$ cat config.mk
export PLATFORM = sky130hd
export DESIGN_NAME = ervp_printf_uart_capture
export DESIGN_NICKNAME = d
export VERILOG_FILES = /design/src/rtl/ervp_printf_uart_capture.sv
export SDC_FILE = /design/constraint.sdc
export NUM_CORES = 1
export LEC_CHECK = 0
export BUFFER_PORTS_ARGS = -buffer_cell sky130_fd_sc_hd__clkbuf_2
export CAP_MARGIN = 20
export CORE_ASPECT_RATIO = 0.7
export CORE_MARGIN = 2
export CORE_UTILIZATION = 56
export CTS_BUF_LIST = sky130_fd_sc_hd__clkbuf_16
export DETAILED_ROUTE_END_ITERATION = 7
export PLACE_DENSITY = 0.7
export SETUP_SLACK_MARGIN = 0.5
export SYNTH_ARGS = -nofsm -noshare
export SYNTH_HDL_FRONTEND = slang
export SYNTH_SLANG_ARGS = --single-unit
$ cat constraint.sdc
create_clock -name clk -period 5.7 [get_ports clk]
set_input_delay 0.57 -clock clk [delete_from_list [all_inputs] [get_ports clk]]
set_output_delay 0.57 -clock clk [all_outputs]
set_load 0.02 [all_outputs]
$ cat src/rtl/ervp_printf_uart_capture.sv
// ervp_printf_uart_capture: 8N1 UART receiver for the printf_tx pin feeding a fall-through byte FIFO
module ervp_printf_uart_capture #(
    parameter int DIVISOR    = 16,
    parameter int FIFO_DEPTH = 16
) (
    input  logic                          clk,
    input  logic                          rstpp,
    input  logic                          rx,
    input  logic                          clear,
    output logic                          byte_valid,
    input  logic                          byte_ready,
    output logic [7:0]                    byte_data,
    output logic [$clog2(FIFO_DEPTH):0]   fifo_count,
    output logic                          overflow,
    output logic                          frame_error
);
    localparam int AW = $clog2(FIFO_DEPTH);
    localparam int CW = $clog2(DIVISOR);
    localparam logic [CW-1:0] FULL_T = CW'(DIVISOR - 1);
    localparam logic [CW-1:0] HALF_T = CW'(DIVISOR / 2 - 1);
    localparam logic [1:0] IDLE  = 2'd0;
    localparam logic [1:0] START = 2'd1;
    localparam logic [1:0] DATA  = 2'd2;
    localparam logic [1:0] STOP  = 2'd3;

    logic          rx_meta, rx_sync, rx_prev;
    logic [1:0]    state;
    logic [CW-1:0] cnt;
    logic [2:0]    bit_cnt;
    logic [7:0]    shreg;
    logic [7:0]    mem [FIFO_DEPTH];
    logic [AW-1:0] wr_ptr, rd_ptr;
    logic          fall, tick, stop_tick, push, pop, full, wr_en;

    assign fall       = rx_prev & ~rx_sync;
    assign tick       = cnt == ((state == START) ? HALF_T : FULL_T);
    assign stop_tick  = state == STOP && tick;
    assign push       = stop_tick && rx_sync;
    assign byte_valid = fifo_count != '0;
    assign pop        = byte_valid && byte_ready;
    assign full       = fifo_count == (AW + 1)'(FIFO_DEPTH);
    // a full FIFO still accepts a byte when the head leaves on the same edge
    assign wr_en      = push && (!full || pop);
    assign byte_data  = byte_valid ? mem[rd_ptr] : 8'h00;

    always_ff @(posedge clk or posedge rstpp) begin
        if (rstpp) begin
            rx_meta <= 1'b1;
            rx_sync <= 1'b1;
            rx_prev <= 1'b1;
        end else begin
            rx_meta <= rx;
            rx_sync <= rx_meta;
            rx_prev <= rx_sync;
        end
    end

    always_ff @(posedge clk or posedge rstpp) begin
        if (rstpp) begin
            state   <= IDLE;
            cnt     <= '0;
            bit_cnt <= '0;
            shreg   <= '0;
        end else if (clear) begin
            state   <= IDLE;
            cnt     <= '0;
            bit_cnt <= '0;
            shreg   <= '0;
        end else begin
            cnt <= (state == IDLE || tick) ? '0 : cnt + 1'b1;
            case (state)
                IDLE: begin
                    if (fall) begin
                        state   <= START;
                        bit_cnt <= '0;
                    end
                end
                START: if (tick) state <= rx_sync ? IDLE : DATA;
                DATA: begin
                    if (tick) begin
                        shreg   <= {rx_sync, shreg[7:1]};
                        bit_cnt <= bit_cnt + 1'b1;
                        if (bit_cnt == 3'd7) state <= STOP;
                    end
                end
                default: if (tick) state <= IDLE;
            endcase
        end
    end

    always_ff @(posedge clk) begin
        if (wr_en) mem[wr_ptr] <= shreg;
    end

    always_ff @(posedge clk or posedge rstpp) begin
        if (rstpp) begin
            wr_ptr      <= '0;
            rd_ptr      <= '0;
            fifo_count  <= '0;
            overflow    <= 1'b0;
            frame_error <= 1'b0;
        end else if (clear) begin
            wr_ptr      <= '0;
            rd_ptr      <= '0;
            fifo_count  <= '0;
            overflow    <= 1'b0;
            frame_error <= 1'b0;
        end else begin
            if (wr_en) wr_ptr <= wr_ptr + 1'b1;
            if (pop) rd_ptr <= rd_ptr + 1'b1;
            fifo_count <= fifo_count + (AW + 1)'(wr_en) - (AW + 1)'(pop);
            if (push && full && !pop) overflow <= 1'b1;
            if (stop_tick && !rx_sync) frame_error <= 1'b1;
        end
    end
endmodule

* After elaboration in Yosys (flattened, before gate mapping)
Memory sizes are Yosys's and may differ from the RTL's.
Index checks and enable logic that the tools add are counted.
** Word-level totals
- Bits in registers :: 35
- Memory bits (writable) :: 128
- Input bits :: 5
- Output and inout bits :: 16
- Logic and storage cells :: 86
- Memories :: 1
** Memory list
- mem :: depth 16, width 8, rd ports 1, clocked after Yosys merged registers in 0, wr ports 1, RTL line 31 : logic [7:0] mem [FIFO_DEPTH];
** Cells by class
- Add/sub/neg operators :: 6
- Equal/unequal tests :: 10
- Muxes and demuxes :: 30
- Bitwise operators :: 2
- Reductions and logical operators :: 25
** Operator list (number)
- $mux W8 :: 4
- $mux W4 :: 7
- $mux W2 :: 7
- $add A4 B1 Y4 const B :: 3
- $ne A3 B3 Y1 const B :: 4
- $reduce_bool A2 Y1 :: 6
- $mux W3 :: 3
- $logic_and A1 B1 Y1 :: 7
- $mux W1 :: 6
- $pmux W2 S3 :: 1
- $pmux W3 S2 :: 1
- $reduce_bool A3 Y1 :: 2
- $add A5 B1 Y5 :: 1
- $eq A5 B5 Y1 const B :: 1
- $mux W5 :: 1
- $reduce_and A5 Y1 :: 1
- $reduce_bool A5 Y1 :: 1
- $sub A5 B1 Y5 :: 1
- $eq A2 B2 Y1 const B :: 2
- $eq A4 B4 Y1 :: 1
- $add A3 B1 Y3 const B :: 1
- $eq A3 B3 Y1 const B :: 1
- $logic_not A1 Y1 :: 3
- $reduce_and A3 Y1 :: 1
- 6 further kinds :: 7

* Depth between registers and ports, before layout
Gate-level depths: netlist of the first run.
- Depth in word-level cells :: 9
- Mapped depth :: 14
- Gate-level depth less buffers :: 13

* Worst setup path before layout of the first run
Ideal clock, no wire load.
- Path type :: flip-flop to flip-flop
- Start point :: reg fifo_count[3]
- End point :: reg fifo_count[4]
- Setup time :: 0.078 ns
- Arrival time :: 3.016 ns
- Data required time :: 5.622 ns
- Slack :: 2.606 ns
- Stages on the path, launching flop included :: 15
- Buffers on the path :: 1
- Period minus slack after synthesis :: 3.094 ns
- Cell sequence :: dfrtp_1 -> inv_1 -> ha_1 -> or4b_1 -> buf_2 -> nand2_1 -> inv_1 -> ha_1 -> inv_1 -> ha_1 -> fa_1 -> a21oi_1 -> nor2_1 -> or3_1 -> a21oi_1
** On the way
- Longest elaborated chain between the ends :: 7
- Elaborated cells between the ends (all ways) :: 9
- Classes of those cells :: 2 x add/sub; 1 x eq/ne; 1 x mux; 5 x reduce/logical
** Ends and longest elaborated chain
- from (decl) :: RTL line 13 : output logic [$clog2(FIFO_DEPTH):0] fifo_count,
- from (signal assigned) :: RTL line 111 : fifo_count <= fifo_count + (AW + 1)'(wr_en) - (AW + 1)'(pop);
- $reduce_bool A5 Y1 * :: RTL line 39 : assign byte_valid = fifo_count != '0;
- via byte_valid :: RTL line 10 : output logic byte_valid,
- $logic_and A1 B1 Y1 * :: RTL line 40 : assign pop = byte_valid && byte_ready;
- $logic_or A1 B1 Y1 :: RTL line 43 : assign wr_en = push && (!full || pop);
- $logic_and A1 B1 Y1 :: RTL line 43
- $add A5 B1 Y5 :: RTL line 111
- $sub A5 B1 Y5 * :: RTL line 111
- $mux W5 * :: RTL line 102 : end else if (clear) begin
The timed path passes the listed nets; every way through them passes the cells marked *.
A chain may end at the register's enable or synchronous reset.

* Worst setup path in the final report of the first run
- Start point :: reg rd_ptr[0]
- End point :: out byte_data[6]
** On the way
- Longest elaborated chain between the ends :: 2
** Ends and longest elaborated chain
- from (decl) :: RTL line 32 : logic [AW-1:0] wr_ptr, rd_ptr;
- from (signal assigned) :: RTL line 110 : if (pop) rd_ptr <= rd_ptr + 1'b1;
- $mem_v2 Z16 W8
- $mux W8 :: RTL line 44 : assign byte_data = byte_valid ? mem[rd_ptr] : 8'h00;
- to (decl) :: RTL line 12 : output logic [7:0] byte_data,
No other way between the ends.

==> summary.md, run 1 <==
| Metric | Value |
|---|---|
| Share of cells above drive strength 1 | `0.225` |
| Vias in the first global route | `3568` |
| Initial antenna violation count | `0` |
| Post-synth EDFFs | `128` |
| Hold_buf cts | `0` |
| Syn Area/Cell | `16.9 um2` |
| Clock skew | `0.00937 ns` |
| Seq/Total Area, Yosys | `0.704` |
| RSZ-0062 raised after global routing | `no` |
| Area after DPL | `0.00695 mm2` |
| CTS tree | `done` |
| Gate Count Post-Synth | `396` |
| Dpl cells | `559` |
| Critical Path Fanout Max | `20` |
| First-pass DRT Iterations | `4` |
| Fin Setup TNS | `0 ns` |
| # nets final | `442` |
| Clock transition at the registers of the reported paths | `0.06 ns` |
| Status | `completed` |
| Layout Cells excl Fill | `592` |
| Count of different cell masters after synthesis | `48` |
| DR WL/cell | `21.9 um` |
| Min Hold Slack | `0.233 ns` |
| Worst slack, placed | `2.54 ns` |
| DIE HEIGHT | `95.6 um` |
| Vias | `3465` |
| Clk_lat worst skew | `0.41 ns` |
| Worst Path Required | `5.13 ns` |
| Commonest non-fill, non-tap cell in the layout | `edfxtp_1` |
| Crit path time final | `3.27 ns` |
| Worst hold-check path type | `in -> reg` |
| H-tree Lvls | `4` |
| Gpl congestion | `0.758` |
| Ys async rst share | `0.215` |
| Clock sink total | `163` |
| CP Data Arrival Time | `2.70 ns` |
| Initial DRC Count | `366` |
| Total core area | `0.0117 mm2` |
| Post-Syn Nets | `416` |
| Die area | `0.0129 mm2` |
| DR DRC count | `0` |
| Number of synthesized register bits | `163` |
| Final ANT Viol Nets | `0` |
| Fin worst setup slack | `2.43 ns` |
| Pwr Total | `3.03 mW` |
| Slew Viols, Final | `0` |
| Post-cts sizing count | `0` |
| Layout Area Growth over Synthesis | `12.3%` |
| Fin. Hold Viols | `0` |
| Pwr Density | `403 mW/mm2` |
| Ys flop type | `edfxtp_1` |
| Mapped Area | `0.00671 mm2` |
| Yosys warns | `0` |
| Final core utilization | `0.645` |
| Vias per inst | `5.85` |
| Final Setup Violations | `0` |
| GRT Residual Overflow | `0` |
| Port Buf Inserts | `20` |
| Cts bufs inserted | `17` |
| ANT cells | `0` |
| Leakage | `2.68 nW` |
| Peak VDD IR | `0.223 mV` |
| Actual slew at the worst max-slew pin | `0.886 ns` |
| CP Class | `reg -> out` |
| Row count | `33` |
| Largest net degree at the start of global routing | `36` |
| CTS root buf | `clkbuf_16` |
| First-pass GRT wire length | `20000 um` |
| CP Capture Type | `primary output` |
| Die width | `135 um` |
| Starting Density | `0.574` |
| Final Cycle Share | `0.574` |
| Maxcap violations | `0` |
| Clk buf depth | `2` |
| Post-CTS setup buffers | `0` |
| Gr usage total | `0.219` |
| Rel. slew slack | `0.407` |
| Design Area, Final | `0.00753 mm2` |
| Fmax | `0.306 GHz` |
| Most frequent cells in the layout | `128 x edfxtp_1, 32 x mux4_2, 30 x dfrtp_1` |
| DP Wirelength | `7980 um` |
| Num ports | `21` |
| Kind of start point of the critical path | `register` |
| Routed WL | `13000 um` |
path summary, 6_finish.rpt:
kind | from | depth (start not counted) | slack, ns | end
worst max register to register | fifo_count[3] | 13 | 2.51 | fifo_count[4]
worst min register to register | rx_meta | 0 | 0.36 | rx_sync
min in group asynchronous | rstpp | 3 | 0.24 | overflow
worst min-delay path | rx | 1 | 0.23 | rx_meta
max in group asynchronous | rstpp | 3 | 5.12 | rx_meta
worst max-delay path | rd_ptr[0] | 5 | 2.43 | byte_data[6]
state kept, by name, summed over array words and instances (netlist names), 2 cells and up:
| signal | cells |
|---|---|
| state | 2 |
| rd_ptr | 4 |
| fifo_count | 5 |
| mem | 128 |
| bit_cnt | 3 |
| wr_ptr | 4 |
| cnt | 4 |
| shreg | 8 |
synthesized netlist by cell type, types with 2 or more instances:
master / instances / area share
dfstp_2: 3 / 0.012
a21oi_1: 15 / 0.011
nand3_1: 6 / 0.0045
dfrtp_1: 32 / 0.12
buf_2: 6 / 0.0045
buf_6: 2 / 0.0034
nor4_1: 4 / 0.0037
nand2_1: 12 / 0.0067
nor2b_1: 3 / 0.0028
clkbuf_1: 11 / 0.0062
and2_1: 4 / 0.0037
xnor2_1: 5 / 0.0065
ha_1: 14 / 0.026
mux4_2: 32 / 0.11
a22oi_1: 8 / 0.0090
nor3_1: 3 / 0.0022
nand4_1: 2 / 0.0019
edfxtp_1: 128 / 0.57
nor2_1: 26 / 0.015
inv_1: 17 / 0.0095
or3_1: 4 / 0.0037
xor2_1: 4 / 0.0052
a31oi_1: 2 / 0.0019
o21ai_0: 13 / 0.0097
mux2i_1: 10 / 0.015
o21ai_1: 8 / 0.0060
final cells by class:
class	count	area, um2
well taps	157	196
multi-input cells	195	1820
clock inverters	12	75.1
clock buffers	20	500
repair buffers	27	150
flip-flops and latches	163	4730
inverters	18	70.1
fillers	798	4150
cell families after synthesis:
kind of cell | after synthesis | synth area share
AND/OR/NAND/NOR | 76 | 0.0589
AO/OA/AOI/OAI | 52 | 0.0470
XOR/XNOR | 9 | 0.0117
adder cells (fa/ha/maj) | 15 | 0.0291
buffers and inverters | 38 | 0.0252
flip-flops | 163 | 0.704
multiplexers | 43 | 0.124
report_power, final:
part | leakage, nW | switching (mW) | internal [mW]
Sequential | 1.65 | 0.0716 | 1.29
Clock | 0.303 | 0.451 | 0.634
Combinational | 0.721 | 0.310 | 0.276
layer usage:
layer	vias to the layer above	wire length [um]	GRT usage	part of all wire
li1	1586	-	-	-
met1	1764	5370	0.306	0.41
met2	105	6470	0.347	0.50
met3	10	1000	0.0532	0.077
met4	0	131	0.0711	0.010
met5	-	0	0	0
critical path: stages, from the launching register on:
cell	delay, ns
dfrtp_2	0.69
buf_4	0.46
mux4_2	0.62
a22oi_1	0.21
o21ai_1	0.11
clkbuf_2	0.18
No activity file was read; power rests on OpenSTA's default activity.
==> run 2, diff against run 1 <==
clock period = 3.2 ns   (was 5.7 ns; I/O delays follow)
==> run 2 against run 1 <==
Critical path depth increased by 8. Critical path type is now reg -> reg. Critical endpoint is now fifo_count[4]. Highest routed layer unchanged. Clock power up 91%. Sequential share of layout area shrank 3.4 points. Setup slack worse by 2.1 ns. Die area is the same. Count of clock-buffer cells in the layout grew 1. Total power is 95% higher.
==> summary.md, run 2 (synthesis gave the netlist of run 1 again) <==
| Metric | Value |
|---|---|
| DP Wirelength | `8260 um (was 7980 um)` |
| Largest registers | `mem x128, shreg x8, fifo_count x5 (unchanged)` |
| Clk_lat worst skew | `0.42 ns (was 0.41 ns)` |
| First-pass DRT Iterations | `5 (was 4)` |
| # nets final | `477 (was 442)` |
| Final core utilization | `0.683 (was 0.645)` |
| CTS tree | `done (unchanged)` |
| Die area | `0.0129 mm2 (unchanged)` |
| Kind of start point of the critical path | `register (unchanged)` |
| Commonest non-fill, non-tap cell in the layout | `edfxtp_1 (unchanged)` |
| Clk buf depth | `2 (unchanged)` |
| Port Buf Inserts | `20 (unchanged)` |
| Actual slew at the worst max-slew pin | `0.673 ns (was 0.886 ns)` |
| Worst Path Required | `3.54 ns (was 5.13 ns)` |
| Crit path top cell by count | `ha_4` |
| CP Data Arrival Time | `3.20 ns (was 2.70 ns)` |
| Gpl congestion | `0.798 (was 0.758)` |
| Gr usage total | `0.227 (was 0.219)` |
| Final Cycle Share | `0.894` |
| Crit-path cells | `inv_2 -> ha_4 -> or4b_4 -> nand2_4 -> inv_1 -> ha_4 -> inv_2 -> ha_4 -> fa_2 -> a21oi_2 -> nor2_1 -> or3_4 -> a21oi_2 (was buf_4 -> mux4_2 -> a22oi_1 -> o21ai_1 -> clkbuf_2)` |
| CP Class | `reg -> reg (was reg -> out)` |
| Leakage | `2.88 nW (was 2.68 nW)` |
| Vias in the first global route | `3600 (was 3568)` |
| ANT cells | `0 (unchanged)` |
| Routed WL | `13400 um (was 13000 um)` |
| Final ANT Viol Nets | `0 (unchanged)` |
| Largest net degree at the start of global routing | `36 (unchanged)` |
| GRT Residual Overflow | `0 (unchanged)` |
| Slowest CP cell | `or4b_4 (was dfrtp_2)` |
| Status | `completed (unchanged)` |
| Fin. Hold Viols | `0 (unchanged)` |
| Peak VDD IR | `0.404 mV (was 0.223 mV)` |
| Critical Path Fanout Max | `2 (was 20)` |
| Worst Path Buf+Inv | `3 (was 2)` |
| Row count | `33 (unchanged)` |
| Total core area | `0.0117 mm2 (unchanged)` |
| CTS root buf | `clkbuf_16 (unchanged)` |
| Fin worst setup slack | `0.339 ns (was 2.43 ns)` |
| Initial antenna violation count | `0 (unchanged)` |
| CP Capture Type | `register (was primary output)` |
| H-tree Lvls | `4 (unchanged)` |
| CP delay by family, top | `simple AND/OR/NAND/NOR gates (was flip-flops)` |
| Largest Register | `mem (unchanged)` |
| Share of cells above drive strength 1 | `0.326 (was 0.225)` |
| Worst hold-check path type | `in -> reg (unchanged)` |
| Vias per inst | `5.86 (was 5.85)` |
| DR DRC count | `0 (unchanged)` |
| Clock skew | `0.0119 ns (was 0.00937 ns)` |
| Starting Density | `0.574 (unchanged)` |
| Vias | `3673 (was 3465)` |
| Final Setup Violations | `0 (unchanged)` |
| First-pass GRT wire length | `20600 um (was 20000 um)` |
| DR WL/cell | `21.3 um (was 21.9 um)` |
| Clock transition at the registers of the reported paths | `0.06 ns (about the same)` |
| Die width | `135 um (unchanged)` |
| Layout Area Growth over Synthesis | `18.9% (was 12.3%)` |
| Rel. slew slack | `0.547 (was 0.407)` |
| Maxcap violations | `0 (unchanged)` |
| Fmax | `0.350 GHz` |
| DIE HEIGHT | `95.6 um (unchanged)` |
| Pwr Density | `740 mW/mm2 (was 403 mW/mm2)` |
| Slew Viols, Final | `0 (unchanged)` |
| Crit path time final | `2.86 ns` |
| Clock sink total | `163 (unchanged)` |
| Cts bufs inserted | `17 (unchanged)` |
| RSZ-0062 raised after global routing | `yes (was no)` |
| Initial DRC Count | `367 (was 366)` |
| Largest register FFs | `128 (unchanged)` |
| Worst slack, placed | `0.233 ns (was 2.54 ns)` |
| Most frequent cells in the layout | `128 x edfxtp_1, 40 x buf_4, 32 x mux4_2 (was 128 x edfxtp_1, 32 x mux4_2, 30 x dfrtp_1)` |
| Num ports | `21 (unchanged)` |
| Max incr delay on CP | `0.47 ns (was 0.69 ns)` |
| Fin Setup TNS | `0 ns (unchanged)` |
[run 2: power by group]
group	internal (mW)	switching, mW	total, mW	leakage (nW)
Combinational	0.740	0.740	1.48	0.910
Clock	1.26	0.803	2.06	0.318
Sequential	2.31	0.0558	2.36	1.65
[run 2: path summary, 6_finish.rpt]
check / startpoint / endpoint / slack [ns] / depth (start not counted)
min in group asynchronous: rstpp / state[1] / 0.52 / 4
worst max register to register: fifo_count[3] / fifo_count[4] / 0.34 / 13
worst min-delay path: byte_ready / rd_ptr[1] / 0.21 / 3
max in group asynchronous: rstpp / rd_ptr[0] / 2.33 / 4
worst max-delay path: fifo_count[3] / fifo_count[4] / 0.34 / 13
worst min register to register: rx_meta / rx_sync / 0.36 / 0
[run 2: metrics by stage]
| stage | instances | power (mW) | hold slack, ns | area, um2 |
|---|---|---|---|---|
| 3_3_place_gp | 573 | 3.58 | 0.349 | 7090 |
| 5_1_grt | 627 | 6.14 | 0.233 | 7980 |
| 6_report | 627 | 5.90 | 0.206 | 7980 |
| 4_1_cts | 621 | 5.84 | 0.191 | 7920 |
| 3_5_place_dp | 574 | 3.61 | 0.348 | 7100 |
| 2_1_floorplan | 396 | 3.28 | 0.324 | 6740 |
[run 2: worst reg2reg max path, cell delays in order (launching register included)]
cell	delay, ns
dfrtp_2	0.41
inv_2	0.08
ha_4	0.13
or4b_4	0.48
nand2_4	0.09
inv_1	0.06
ha_4	0.26
inv_2	0.04
ha_4	0.16
fa_2	0.37
a21oi_2	0.12
nor2_1	0.08
or3_4	0.40
a21oi_2	0.12
[run 2: repair_timing]
action	CTS	global route
setup buffers	13	5
pin swaps	15	6
setup endpoints to repair	9	40
hold buffers	2	0
resized for setup	21	9
endpoints found under the hold margin	33	0
[run 2: per-layer routing]
layer | part of all wire | track usage
met1 | 0.44 | 0.319
met2 | 0.48 | 0.353
met3 | 0.059 | 0.0564
met4 | 0.017 | 0.0763
met5 | 0 | 0
[run 2: area by class of cell]
cell class / count / area [um2]
Clock inverter: 11 / 93.8
Multi-Input combinational cell: 195 / 1910
Fill cell: 718 / 3710
Sequential cell: 163 / 4730
Inverter: 18 / 72.6
Clock buffer: 21 / 526
Timing Repair Buffer: 62 / 449
Tap cell: 157 / 196
==> run 3, diff against run 2 <==
CORE_ASPECT_RATIO = default   (was 0.7)
==> run 3 against run 2 <==
Utilization fell by 0.18 points. Clock power barely moved. Critical path depth did not move. Flip-flop and latch count did not move. Combinational power fell by 6%. Sequential power barely moved. Global-route usage fell by 1.1 points. Routed wire length fell by 3.8%. Cell count fell by 4.8%. Count of clock-buffer cells in the layout fell by 4. Fmax rose by 2.7%. Total power fell by 1.3%.
==> summary.md, run 3 (synthesis gave the netlist of run 1 again) <==
| Metric | Value |
|---|---|
| Crit path top cell by count | `ha_4 (unchanged)` |
| Leakage | `2.78 nW (was 2.88 nW)` |
| Kind of start point of the critical path | `register (unchanged)` |
| CTS root buf | `clkbuf_16 (unchanged)` |
| Share of cells above drive strength 1 | `0.311 (was 0.326)` |
| Actual slew at the worst max-slew pin | `0.779 ns (was 0.673 ns)` |
| Layout Cells excl Fill | `597 (was 627)` |
| Min Hold Slack | `0.232 ns (was 0.206 ns)` |
| Clk buf depth | `2 (unchanged)` |
| DP Wirelength | `7860 um (was 8260 um)` |
| Design Area, Final | `0.00788 mm2 (was 0.00798 mm2)` |
| Final Cycle Share | `0.870 (was 0.894)` |
| RSZ-0062 raised after global routing | `yes (unchanged)` |
| Starting Density | `0.580 (was 0.574)` |
| CTS tree | `done (unchanged)` |
| Largest Register | `mem (unchanged)` |
| Pwr Density | `739 mW/mm2 (was 740 mW/mm2)` |
| Final Setup Violations | `0 (unchanged)` |
| Layout Area Growth over Synthesis | `17.4% (was 18.9%)` |
| Fin worst setup slack | `0.415 ns (was 0.339 ns)` |
| Clk_lat worst skew | `0.42 ns (about the same)` |
| CP Data Arrival Time | `3.13 ns (was 3.20 ns)` |
| Critical Path Fanout Max | `2 (unchanged)` |
| Crit-path cells | `inv_2 -> ha_4 -> or3b_4 -> o2111a_4 -> clkinv_4 -> ha_4 -> inv_2 -> ha_4 -> fa_2 -> a21oi_2 -> nor2_1 -> or3_4 -> a21oi_2 (was inv_2 -> ha_4 -> or4b_4 -> nand2_4 -> inv_1 -> ha_4 -> inv_2 -> ha_4 -> fa_2 -> a21oi_2 -> nor2_1 -> or3_4 -> a21oi_2)` |
| Vias per inst | `6.01 (was 5.86)` |
| Rel. slew slack | `0.479 (was 0.547)` |
| Max incr delay on CP | `0.40 ns (was 0.47 ns)` |
| Initial DRC Count | `424 (was 367)` |
| Clock skew | `0.00612 ns (was 0.0119 ns)` |
| Num ports | `21 (unchanged)` |
| Fin. Hold Viols | `0 (unchanged)` |
| Largest registers | `mem x128, shreg x8, fifo_count x5 (unchanged)` |
| Peak VDD IR | `0.653 mV (was 0.404 mV)` |
| Area after DPL | `0.00704 mm2 (was 0.00710 mm2)` |
| Storage cell area | `0.00473 mm2 (unchanged)` |
| Worst Path Required | `3.54 ns (about the same)` |
| Worst hold-check path type | `in -> reg (unchanged)` |
| First-pass GRT wire length | `20200 um (was 20600 um)` |
| Routed WL | `12800 um (was 13400 um)` |
| Clock sink total | `163 (unchanged)` |
| Commonest non-fill, non-tap cell in the layout | `edfxtp_1 (unchanged)` |
| DR WL/cell | `21.5 um (was 21.3 um)` |
| ANT cells | `0 (unchanged)` |
| Die width | `113 um (was 135 um)` |
| DR DRC count | `0 (unchanged)` |
| Vias | `3586 (was 3673)` |
| Total core area | `0.0116 mm2 (was 0.0117 mm2)` |
| Maxcap violations | `0 (unchanged)` |
| CP Class | `reg -> reg (unchanged)` |
| Final ANT Viol Nets | `0 (unchanged)` |
| Initial antenna violation count | `0 (unchanged)` |
| Gpl congestion | `0.785 (was 0.798)` |
| Largest register FFs | `128 (unchanged)` |
| Gr usage total | `0.216 (was 0.227)` |
| Status | `completed (unchanged)` |
| Cts bufs inserted | `17 (unchanged)` |
| Crit path time final | `2.79 ns (was 2.86 ns)` |
| Vias in the first global route | `3736 (was 3600)` |
| Row count | `39 (was 33)` |
| Port Buf Inserts | `20 (unchanged)` |
| Largest net degree at the start of global routing | `33 (was 36)` |
| Final core utilization | `0.681 (was 0.683)` |
| Fillers | `758 (was 718)` |
| Fmax | `0.359 GHz (was 0.350 GHz)` |
| Slowest CP cell | `dfrtp_2 (was or4b_4)` |
| CP Capture Type | `register (unchanged)` |
| Worst slack, placed | `0.278 ns (was 0.233 ns)` |
| H-tree Lvls | `4 (unchanged)` |
| DIE HEIGHT | `113 um (was 95.6 um)` |
| Fin Setup TNS | `0 ns (unchanged)` |
| # nets final | `462 (was 477)` |
| Slew Viols, Final | `0 (unchanged)` |
| First-pass DRT Iterations | `4 (was 5)` |
| Multi-input logic area | `0.00194 mm2 (was 0.00191 mm2)` |
| Most frequent cells in the layout | `128 x edfxtp_1, 32 x mux4_2, 29 x dfrtp_1 (was 128 x edfxtp_1, 40 x buf_4, 32 x mux4_2)` |
| Clock transition at the registers of the reported paths | `0.06 ns (about the same)` |
| Dpl cells | `554 (was 574)` |
| Die area | `0.0129 mm2 (about the same)` |
| GRT Residual Overflow | `0 (unchanged)` |
| Pwr Total | `5.82 mW (was 5.90 mW)` |
[run 3: final timing paths]
kind | startpoint | end | slack (ns) | depth (start not counted)
max | fifo_count[2] | fifo_count[4] | 0.41 | 13
min | byte_ready | rd_ptr[1] | 0.23 | 3
max reg2reg | fifo_count[2] | fifo_count[4] | 0.41 | 13
min reg2reg | rx_meta | rx_sync | 0.36 | 0
max in group asynchronous | rstpp | rx_prev | 2.13 | 4
min in group asynchronous | rstpp | overflow | 0.36 | 3
[run 3: metal layers]
layer | vias to the layer above | global-route usage | share of wire
met5 | - | 0 | 0
met4 | 0 | 0.0756 | 0.0089
li1 | 1629 | - | -
met2 | 96 | 0.347 | 0.52
met1 | 1850 | 0.293 | 0.43
met3 | 11 | 0.0531 | 0.044
[run 3: final cells by class]
cell class	count	share of cell area
Tap cell	143	0.0227
Clock inverter	14	0.0216
Clock buffer	17	0.0540
Sequential cell	163	0.600
Inverter	18	0.00921
Multi-Input combinational cell	195	0.247
Timing Repair Buffer	47	0.0454
[run 3: where the power goes]
group          switching, mW  internal (mW)  leakage (nW)
Clock                  0.771           1.28         0.284
Sequential            0.0770           2.31          1.65
Combinational          0.681          0.707         0.843
Total                   1.53           4.29          2.78
[run 3: critical path: cells and delay by family, from the launching register on]
kind | cells | cell delay [ns]
and+or+nand+nor | 3 | 0.80
AOI/OAI and AO/OA | 3 | 0.56
adders and majority gates | 4 | 0.77
DFF | 1 | 0.40
buffers and inverters | 3 | 0.18
[run 3: repair_timing]
action	4_1_cts	5_1_grt
buffers inserted	8	2
endpoints found under the setup margin	9	9
gates resized for setup	24	18
endpoints found under the hold margin	7	0
pin swaps	12	7
hold buffers	2	0
